**src/rtl/lcd_hd44780_driver_if.sv**
```systemverilog
// Word handshake between the LCD register slave and the HD44780 timing engine.
// The member names follow the driver's established port names.
interface lcd_hd44780_driver_if;
  logic       i_valid;
  logic       o_ready;
  logic       i_rs;
  logic [7:0] i_data;

  modport master (
    output i_valid,
    output i_rs,
    output i_data,
    input  o_ready
  );

  modport slave (
    input  i_valid,
    input  i_rs,
    input  i_data,
    output o_ready
  );
endinterface

```
**src/rtl/lcd_hd44780_driver.sv**
```systemverilog
// HD44780 bus-timing engine: power-up wait, then per-word setup/E-pulse/hold/exec delay.
// Define LCD_INIT_SEQ_EN to issue the 0x38/0x0C/0x01/0x06 init words autonomously.
module lcd_hd44780_driver #(
  parameter int unsigned POWERUP_CYCLES    = 2000000,
  parameter int unsigned EN_SETUP_CYCLES   = 2,
  parameter int unsigned EN_HIGH_CYCLES    = 25,
  parameter int unsigned EN_HOLD_CYCLES    = 2,
  parameter int unsigned CMD_DELAY_CYCLES  = 2500,
  parameter int unsigned LONG_DELAY_CYCLES = 82000
) (
  input  logic                        i_clk,
  input  logic                        i_reset,
  lcd_hd44780_driver_if.slave         up,
  output logic                        o_busy,
  output logic [7:0]                  o_disp_data,
  output logic                        o_disp_rw,
  output logic                        o_disp_en,
  output logic                        o_disp_rs,
  output logic                        o_disp_on_n,
  output logic                        o_disp_blon
);

  localparam logic [31:0] PWR_C   = 32'(POWERUP_CYCLES);
  localparam logic [31:0] SETUP_C = 32'(EN_SETUP_CYCLES);
  localparam logic [31:0] HIGH_C  = 32'(EN_HIGH_CYCLES);
  localparam logic [31:0] HOLD_C  = 32'(EN_HOLD_CYCLES);
  localparam logic [31:0] CMD_C   = 32'(CMD_DELAY_CYCLES);
  localparam logic [31:0] LONG_C  = 32'(LONG_DELAY_CYCLES);

  typedef enum logic [2:0] {
    PWRUP,
    SETUP,
    PULSE,
    HOLD,
    DELAY,
    IDLE
`ifdef LCD_INIT_SEQ_EN
    , INIT
`endif
  } state_t;

  state_t      state_q, state_d;
  logic [31:0] cnt_q, cnt_d;
  logic        rs_d;
  logic [7:0]  data_d;
  logic        is_long;

`ifdef LCD_INIT_SEQ_EN
  logic [2:0]  idx_q, idx_d;

  function automatic logic [7:0] init_word(input logic [2:0] idx);
    case (idx)
      3'd0:    init_word = 8'h38;
      3'd1:    init_word = 8'h0C;
      3'd2:    init_word = 8'h01;
      3'd3:    init_word = 8'h06;
      default: init_word = 8'h00;
    endcase
  endfunction
`endif

  // Clear (0x01) and home (0x02/0x03) need the long execution time.
  assign is_long = !o_disp_rs && (o_disp_data[7:2] == 6'd0) && (o_disp_data[1:0] != 2'd0);

  always_comb begin
    state_d = state_q;
    cnt_d   = cnt_q;
    rs_d    = o_disp_rs;
    data_d  = o_disp_data;
`ifdef LCD_INIT_SEQ_EN
    idx_d   = idx_q;
`endif
    case (state_q)
      PWRUP: begin
        if (cnt_q <= 32'd1) begin
`ifdef LCD_INIT_SEQ_EN
          state_d = INIT;
`else
          state_d = IDLE;
`endif
        end else begin
          cnt_d = cnt_q - 32'd1;
        end
      end
`ifdef LCD_INIT_SEQ_EN
      INIT: begin
        rs_d    = 1'b0;
        data_d  = init_word(idx_q);
        idx_d   = idx_q + 3'd1;
        state_d = SETUP;
        cnt_d   = SETUP_C;
      end
`endif
      IDLE: begin
        if (up.i_valid) begin
          rs_d    = up.i_rs;
          data_d  = up.i_data;
          state_d = SETUP;
          cnt_d   = SETUP_C;
        end
      end
      SETUP: begin
        if (cnt_q <= 32'd1) begin
          state_d = PULSE;
          cnt_d   = HIGH_C;
        end else begin
          cnt_d = cnt_q - 32'd1;
        end
      end
      PULSE: begin
        if (cnt_q <= 32'd1) begin
          state_d = HOLD;
          cnt_d   = HOLD_C;
        end else begin
          cnt_d = cnt_q - 32'd1;
        end
      end
      HOLD: begin
        if (cnt_q <= 32'd1) begin
          state_d = DELAY;
          cnt_d   = is_long ? LONG_C : CMD_C;
        end else begin
          cnt_d = cnt_q - 32'd1;
        end
      end
      DELAY: begin
        if (cnt_q <= 32'd1) begin
`ifdef LCD_INIT_SEQ_EN
          // Remaining init words load straight into SETUP so spacing matches host words.
          if (idx_q < 3'd4) begin
            rs_d    = 1'b0;
            data_d  = init_word(idx_q);
            idx_d   = idx_q + 3'd1;
            state_d = SETUP;
            cnt_d   = SETUP_C;
          end else begin
            state_d = IDLE;
          end
`else
          state_d = IDLE;
`endif
        end else begin
          cnt_d = cnt_q - 32'd1;
        end
      end
      default: begin
        state_d = PWRUP;
        cnt_d   = PWR_C;
      end
    endcase
  end

  // Strobes and handshake outputs are registered from the next state.
  always_ff @(posedge i_clk) begin
    if (i_reset) begin
      state_q     <= PWRUP;
      cnt_q       <= PWR_C;
      o_disp_data <= '0;
      o_disp_rs   <= 1'b0;
      o_disp_en   <= 1'b0;
      o_disp_rw   <= 1'b0;
      o_disp_on_n <= 1'b0;
      o_disp_blon <= 1'b1;
      up.o_ready  <= 1'b0;
      o_busy      <= 1'b1;
`ifdef LCD_INIT_SEQ_EN
      idx_q       <= '0;
`endif
    end else begin
      state_q     <= state_d;
      cnt_q       <= cnt_d;
      o_disp_data <= data_d;
      o_disp_rs   <= rs_d;
      o_disp_en   <= (state_d == PULSE);
      o_disp_rw   <= 1'b0;
      o_disp_on_n <= 1'b0;
      o_disp_blon <= 1'b1;
      up.o_ready  <= (state_d == IDLE);
      o_busy      <= (state_d != IDLE);
`ifdef LCD_INIT_SEQ_EN
      idx_q       <= idx_d;
`endif
    end
  end

endmodule

```
**src/flat_wrapper.sv**
```systemverilog
// flat-port wrapper written by rule: the top's interface ports become plain ports
module lcd_hd44780_driver_flat 
#(
  parameter int unsigned POWERUP_CYCLES    = 2000000,
  parameter int unsigned EN_SETUP_CYCLES   = 2,
  parameter int unsigned EN_HIGH_CYCLES    = 25,
  parameter int unsigned EN_HOLD_CYCLES    = 2,
  parameter int unsigned CMD_DELAY_CYCLES  = 2500,
  parameter int unsigned LONG_DELAY_CYCLES = 82000
)
  (i_clk, i_reset, o_busy, o_disp_data, o_disp_rw, o_disp_en, o_disp_rs, o_disp_on_n, o_disp_blon, up_i_valid, up_i_rs, up_i_data, up_o_ready);
  lcd_hd44780_driver_if up_i ();
  input  logic i_clk;
  input  logic i_reset;
  output logic o_busy;
  output logic [7:0] o_disp_data;
  output logic o_disp_rw;
  output logic o_disp_en;
  output logic o_disp_rs;
  output logic o_disp_on_n;
  output logic o_disp_blon;
  input wire logic [$bits(up_i.i_valid)-1:0] up_i_valid;
  input wire logic [$bits(up_i.i_rs)-1:0] up_i_rs;
  input wire logic [$bits(up_i.i_data)-1:0] up_i_data;
  output wire logic [$bits(up_i.o_ready)-1:0] up_o_ready;
  assign up_i.i_valid = up_i_valid;
  assign up_i.i_rs = up_i_rs;
  assign up_i.i_data = up_i_data;
  assign up_o_ready = up_i.o_ready;
  lcd_hd44780_driver #(.POWERUP_CYCLES(POWERUP_CYCLES), .EN_SETUP_CYCLES(EN_SETUP_CYCLES), .EN_HIGH_CYCLES(EN_HIGH_CYCLES), .EN_HOLD_CYCLES(EN_HOLD_CYCLES), .CMD_DELAY_CYCLES(CMD_DELAY_CYCLES), .LONG_DELAY_CYCLES(LONG_DELAY_CYCLES)) u_core (.i_clk(i_clk), .i_reset(i_reset), .up(up_i), .o_busy(o_busy), .o_disp_data(o_disp_data), .o_disp_rw(o_disp_rw), .o_disp_en(o_disp_en), .o_disp_rs(o_disp_rs), .o_disp_on_n(o_disp_on_n), .o_disp_blon(o_disp_blon));
endmodule
```
**config.mk**
```make
export PLATFORM = sky130hd
export DESIGN_NAME = lcd_hd44780_driver_flat
export DESIGN_NICKNAME = d
export VERILOG_FILES = /design/src/rtl/lcd_hd44780_driver_if.sv /design/src/rtl/lcd_hd44780_driver.sv /design/src/flat_wrapper.sv
export SDC_FILE = /design/constraint.sdc
export NUM_CORES = 1
export LEC_CHECK = 0
export BUFFER_PORTS_ARGS = -buffer_cell sky130_fd_sc_hd__buf_2
export CORE_AREA = 2 2 89 108
export CTS_CLUSTER_DIAMETER = 40
export DETAILED_ROUTE_END_ITERATION = 8
export DIE_AREA = 0 0 91 110
export GPL_ROUTABILITY_DRIVEN = 0
export GPL_TIMING_DRIVEN = 0
export PLACE_DENSITY = 0.54
export SETUP_SLACK_MARGIN = 0.2
export SLEW_MARGIN = 30
export SYNTH_ARGS = -nofsm -noshare
export SYNTH_HDL_FRONTEND = slang
export SYNTH_SLANG_ARGS = --single-unit
```
**constraint.sdc**
```tcl
create_clock -name i_clk -period 3.1 [get_ports i_clk]
set_input_delay 0.62 -clock i_clk [delete_from_list [all_inputs] [get_ports i_clk]]
set_output_delay 0.62 -clock i_clk [all_outputs]
set_load 0.01 [all_outputs]
```
==> results by group <==
Timing
  – RSZ-0062 raised after global routing: false
  – Period utilization: between 80 and 90%
  – Tightest Pin Transition: 0.691 ns
  – Worst setup margin: 0.385 ns
  – Tmin final: approximately 2.7 ns
  – Max-slew violations: 0
  – Final Hold Vio Count: 0
  – Max_slew headroom: a little over half
  – Setup TNS: 0 ns
  – Clock Skews: 0.0120 ns
  – Final setup fails: 0
  – Fmax: 368 MHz

Synthesis
  – Post-synth top flop: dfxtp_1
  – Compound-Gate Fraction of Synth Area: a little under a fifth
  – Synth Area in XOR/XNOR: under 10%
  – Sequential fraction of the synthesis area: between 30 and 40%
  – Count leader, synth: dfxtp_1
  – Post-synth EDFFs: 0
  – Ys async rst share: 0%
  – Simple-gate share of the synthesized area: 36.3%
  – Adder-cell share of the synthesized area: less than 1%
  – Synthesized area: approximately 2600 sq um
  – Ys Warns: 0
  – Number of synthesized register bits: 47
  – Synth top area share: 35.8%
  – Unique cell type count in the Yosys netlist: 63
  – Largest family of logic cells by synthesized area: simple AND/OR/NAND/NOR gates
  – Area leader, netlist: dfxtp_1
  – Mean Syn Cell Area: ~8.1 sq um
  – Most common library cells after synthesis: dfxtp_1 (47), nand2_1 (39), nor2_1 (35)
  – Post-Syn Instances: about 330
  – Mux share of post-synthesis cell area: 0%
  – Top post-synthesis cells by area: dfxtp_1 (36%), nand2_1 (5.6%), nor2_1 (5.0%)

CTS
  – Root Buffer: clkbuf_8
  – Total CTS buffers: 5
  – Clk_lat worst skew: roughly 0.3 ns
  – Clk buf depth: 2
  – CTS Hold Bufs: 0
  – Worst-path clk slew: roughly 0.09 ns
  – Clock sink count: 47
  – TritonCTS clock tree: yes
  – H-tree Lvls: 2

Detailed routing
  – 1st-pass router iterations: 4
  – 1st-iter DRT viols: roughly 190
  – Vias per cell: approximately 5.2
  – Routed wire length per instance: approximately 15 microns
  – Via count: 2499
  – DRT antenna net count: 0
  – WL final: just over 7 mm
  – Drt drc: 0

Worst setup path
  – Setup CP Type: register to register
  – Critical Path AT: 2.90 ns
  – FF-to-FF path depth: 8
  – Critical R2R Launch: u_core.cnt_q[26]$_SDFFE_PP0P_
  – CP Launch Point: u_core.cnt_q[26]$_SDFFE_PP0P_
  – Worst path slowest cell: nor4_4
  – R2R setup slack: ~0.39 ns
  – R2r endpoint: u_core.cnt_q[10]$_SDFFE_PP1P_
  – Peak fanout along the critical path: 10
  – Critical path, cell by cell: or3_1 -> or3_1 -> buf_6 -> nor4_4 -> buf_2 -> o21ai_0 -> a31oi_1 -> nand2_1
  – Critical path's top delay family: simple AND/OR/NAND/NOR gates
  – Crit. End Element: register
  – Crit path capture: u_core.cnt_q[10]$_SDFFE_PP1P_
  – Crit. path cell count: 8
  – Crit path top cell by count: or3_1
  – Critical Path Max Stage Delay: 0.49 ns
  – Required @ worst endpoint: 3.28 ns
  – CP Buf/Inv Count: 2
  – CP Launch Type: register

Final layout
  – # fillers: 1005
  – Area occupied by multi-input gates: between 1500 and 2000 sq um
  – Area growth, synth to finish: 15.4%
  – Layout cell share with drive strength beyond 1: between 10% and 20%
  – Fin area: 3030 sq um
  – Nets: 370
  – Final Util: between 30% and 40%
  – Antenna diode count: 0
  – FF/Latch Area: roughly 940 sq um

Outcome
  – Status: completed

Power and ir drop
  – Clock share of power: around two fifths
  – Int Power: slightly above 1 mW
  – Logic pwr share: 12.1%
  – Leak Pwr: 1.05 nW
  – PwrDens: between 400 and 500 nW/um^2
  – Sw Share: approximately 25%
  – Total power: between 1 and 1.5 mW
  – NetSw: about 340 uW
  – Maximum vdd drop: between 150 and 200 uV
  – Sequential power share: between 40% and 50%

Placed design
  – DP Wirelength: 5.48 mm
  – Pre-CTS setup slack: roughly 0.42 ns
  – IO Port Bufs: 22
  – Placed cell areas: 2890 sq um

Global route
  – Gr usage total: approximately 15%
  – GR Overflow Total: 0
  – Initial antenna violation count: 0
  – Vias in the first global route: 2483
  – Largest net degree at the start of global routing: 15
  – First-pass GRT wire length: approximately 12 mm

Floorplan
  – Horiz. Die Dim: between 90 and 100 microns
  – Starting Density: between 20 and 30%
  – Die extent in y: around 110 microns
  – FP Rows: 38
  – Ports: 27
  – Core area: 8940 sq um
  – Die area: between 10000 and 15000 sq um

Run
  – Max-cap viol count: 0

Worst hold path
  – Hold Startpoint: u_core.o_disp_data[5]$_SDFFE_PP0P_
  – Hold Crit Class: register to register
## tightest hold or removal path: cells and delay by family, from the launching register on
kind | cells | cell delay [ns]
compound gates | 1 | 0.05
simple gates | 1 | 0.05
flops | 1 | 0.33
## cell usage in the layout, fill, tap and decap left out, types with 8 or more instances in the layout
cell type	count
buf_2	25
dfxtp_1	47
a21oi_1	22
nand3_1	8
a31oi_1	8
nor4_1	14
nor3_1	12
clkbuf_1	9
nand2_1	39
nor2_1	34
or3_1	11
xnor2_1	11
## per-layer routing
metal	GRT usage [%]	wire, microns	part of all wire (%)
met2	26.7	3560	50
met3	2.11	224	3.1
met5	0	0	0
met4	5.74	116	1.6
met1	18.5	3290	46
## power by group through the flow
stage	clock network, mW	registers, mW	logic, mW
2_1_floorplan	0	0.666	0.122
3_3_place_gp	0	0.672	0.158
3_5_place_dp	0	0.673	0.161
4_1_cts	0.548	0.659	0.162
5_1_grt	0.569	0.666	0.180
6_report	0.532	0.660	0.164
## stage by stage
step	hold WS, ns	cells
2_1_floorplan	0.437	327
5_1_grt	0.500	477
3_3_place_gp	0.454	469
6_report	0.477	477
4_1_cts	0.480	477
3_5_place_dp	0.463	469
## worst min-delay path by stage
stage | end | cells after the start
2_1_floorplan | u_core.cnt_q[18]$_SDFFE_PP1P_ | 1
3_3_place_gp | u_core.o_disp_data[3]$_SDFFE_PP0P_ | 2
3_5_place_dp | u_core.cnt_q[18]$_SDFFE_PP1P_ | 1
4_1_cts | u_core.o_disp_rs$_SDFFE_PP0P_ | 2
5_1_grt | u_core.cnt_q[18]$_SDFFE_PP1P_ | 1
6_report | u_core.o_disp_data[5]$_SDFFE_PP0P_ | 2
## cells by family after synthesis
family	count (synthesis)
and+or+nand+nor	168
AOI/OAI and AO/OA	71
DFF	47
buffers and inverters	24
xor gates and xnor gates	12
adders and majority gates	2
other	2
## sequential cells by signal (all words and copies together), names as in the netlist
name and flops:
u_core.cnt_q 32, u_core.o_disp_data 8, u_core.state_q 3, u_core.o_busy 1
u_core.o_disp_en 1, u_core.o_disp_rs 1, u_core.up.o_ready 1
## what timing repair did
action | 4_1_cts | 5_1_grt
endpoints found under the hold margin | 0 | 0
setup endpoints to repair | 0 | 5
buffers inserted | 0 | 0
gates resized for setup | 0 | 3
## final cells by class
| type | count | share of cell area, % |
|---|---|---|
| multi-input combinational | 256 | 52.0 |
| buffer | 17 | 3.13 |
| timing repair buffer | 22 | 3.63 |
| sequential | 47 | 31.0 |
| clock buffer | 6 | 2.39 |
| tap | 120 | 4.95 |
| inverter | 7 | 0.866 |
| clock inverter | 2 | 1.98 |
No activity file was read; power rests on OpenSTA's default activity.
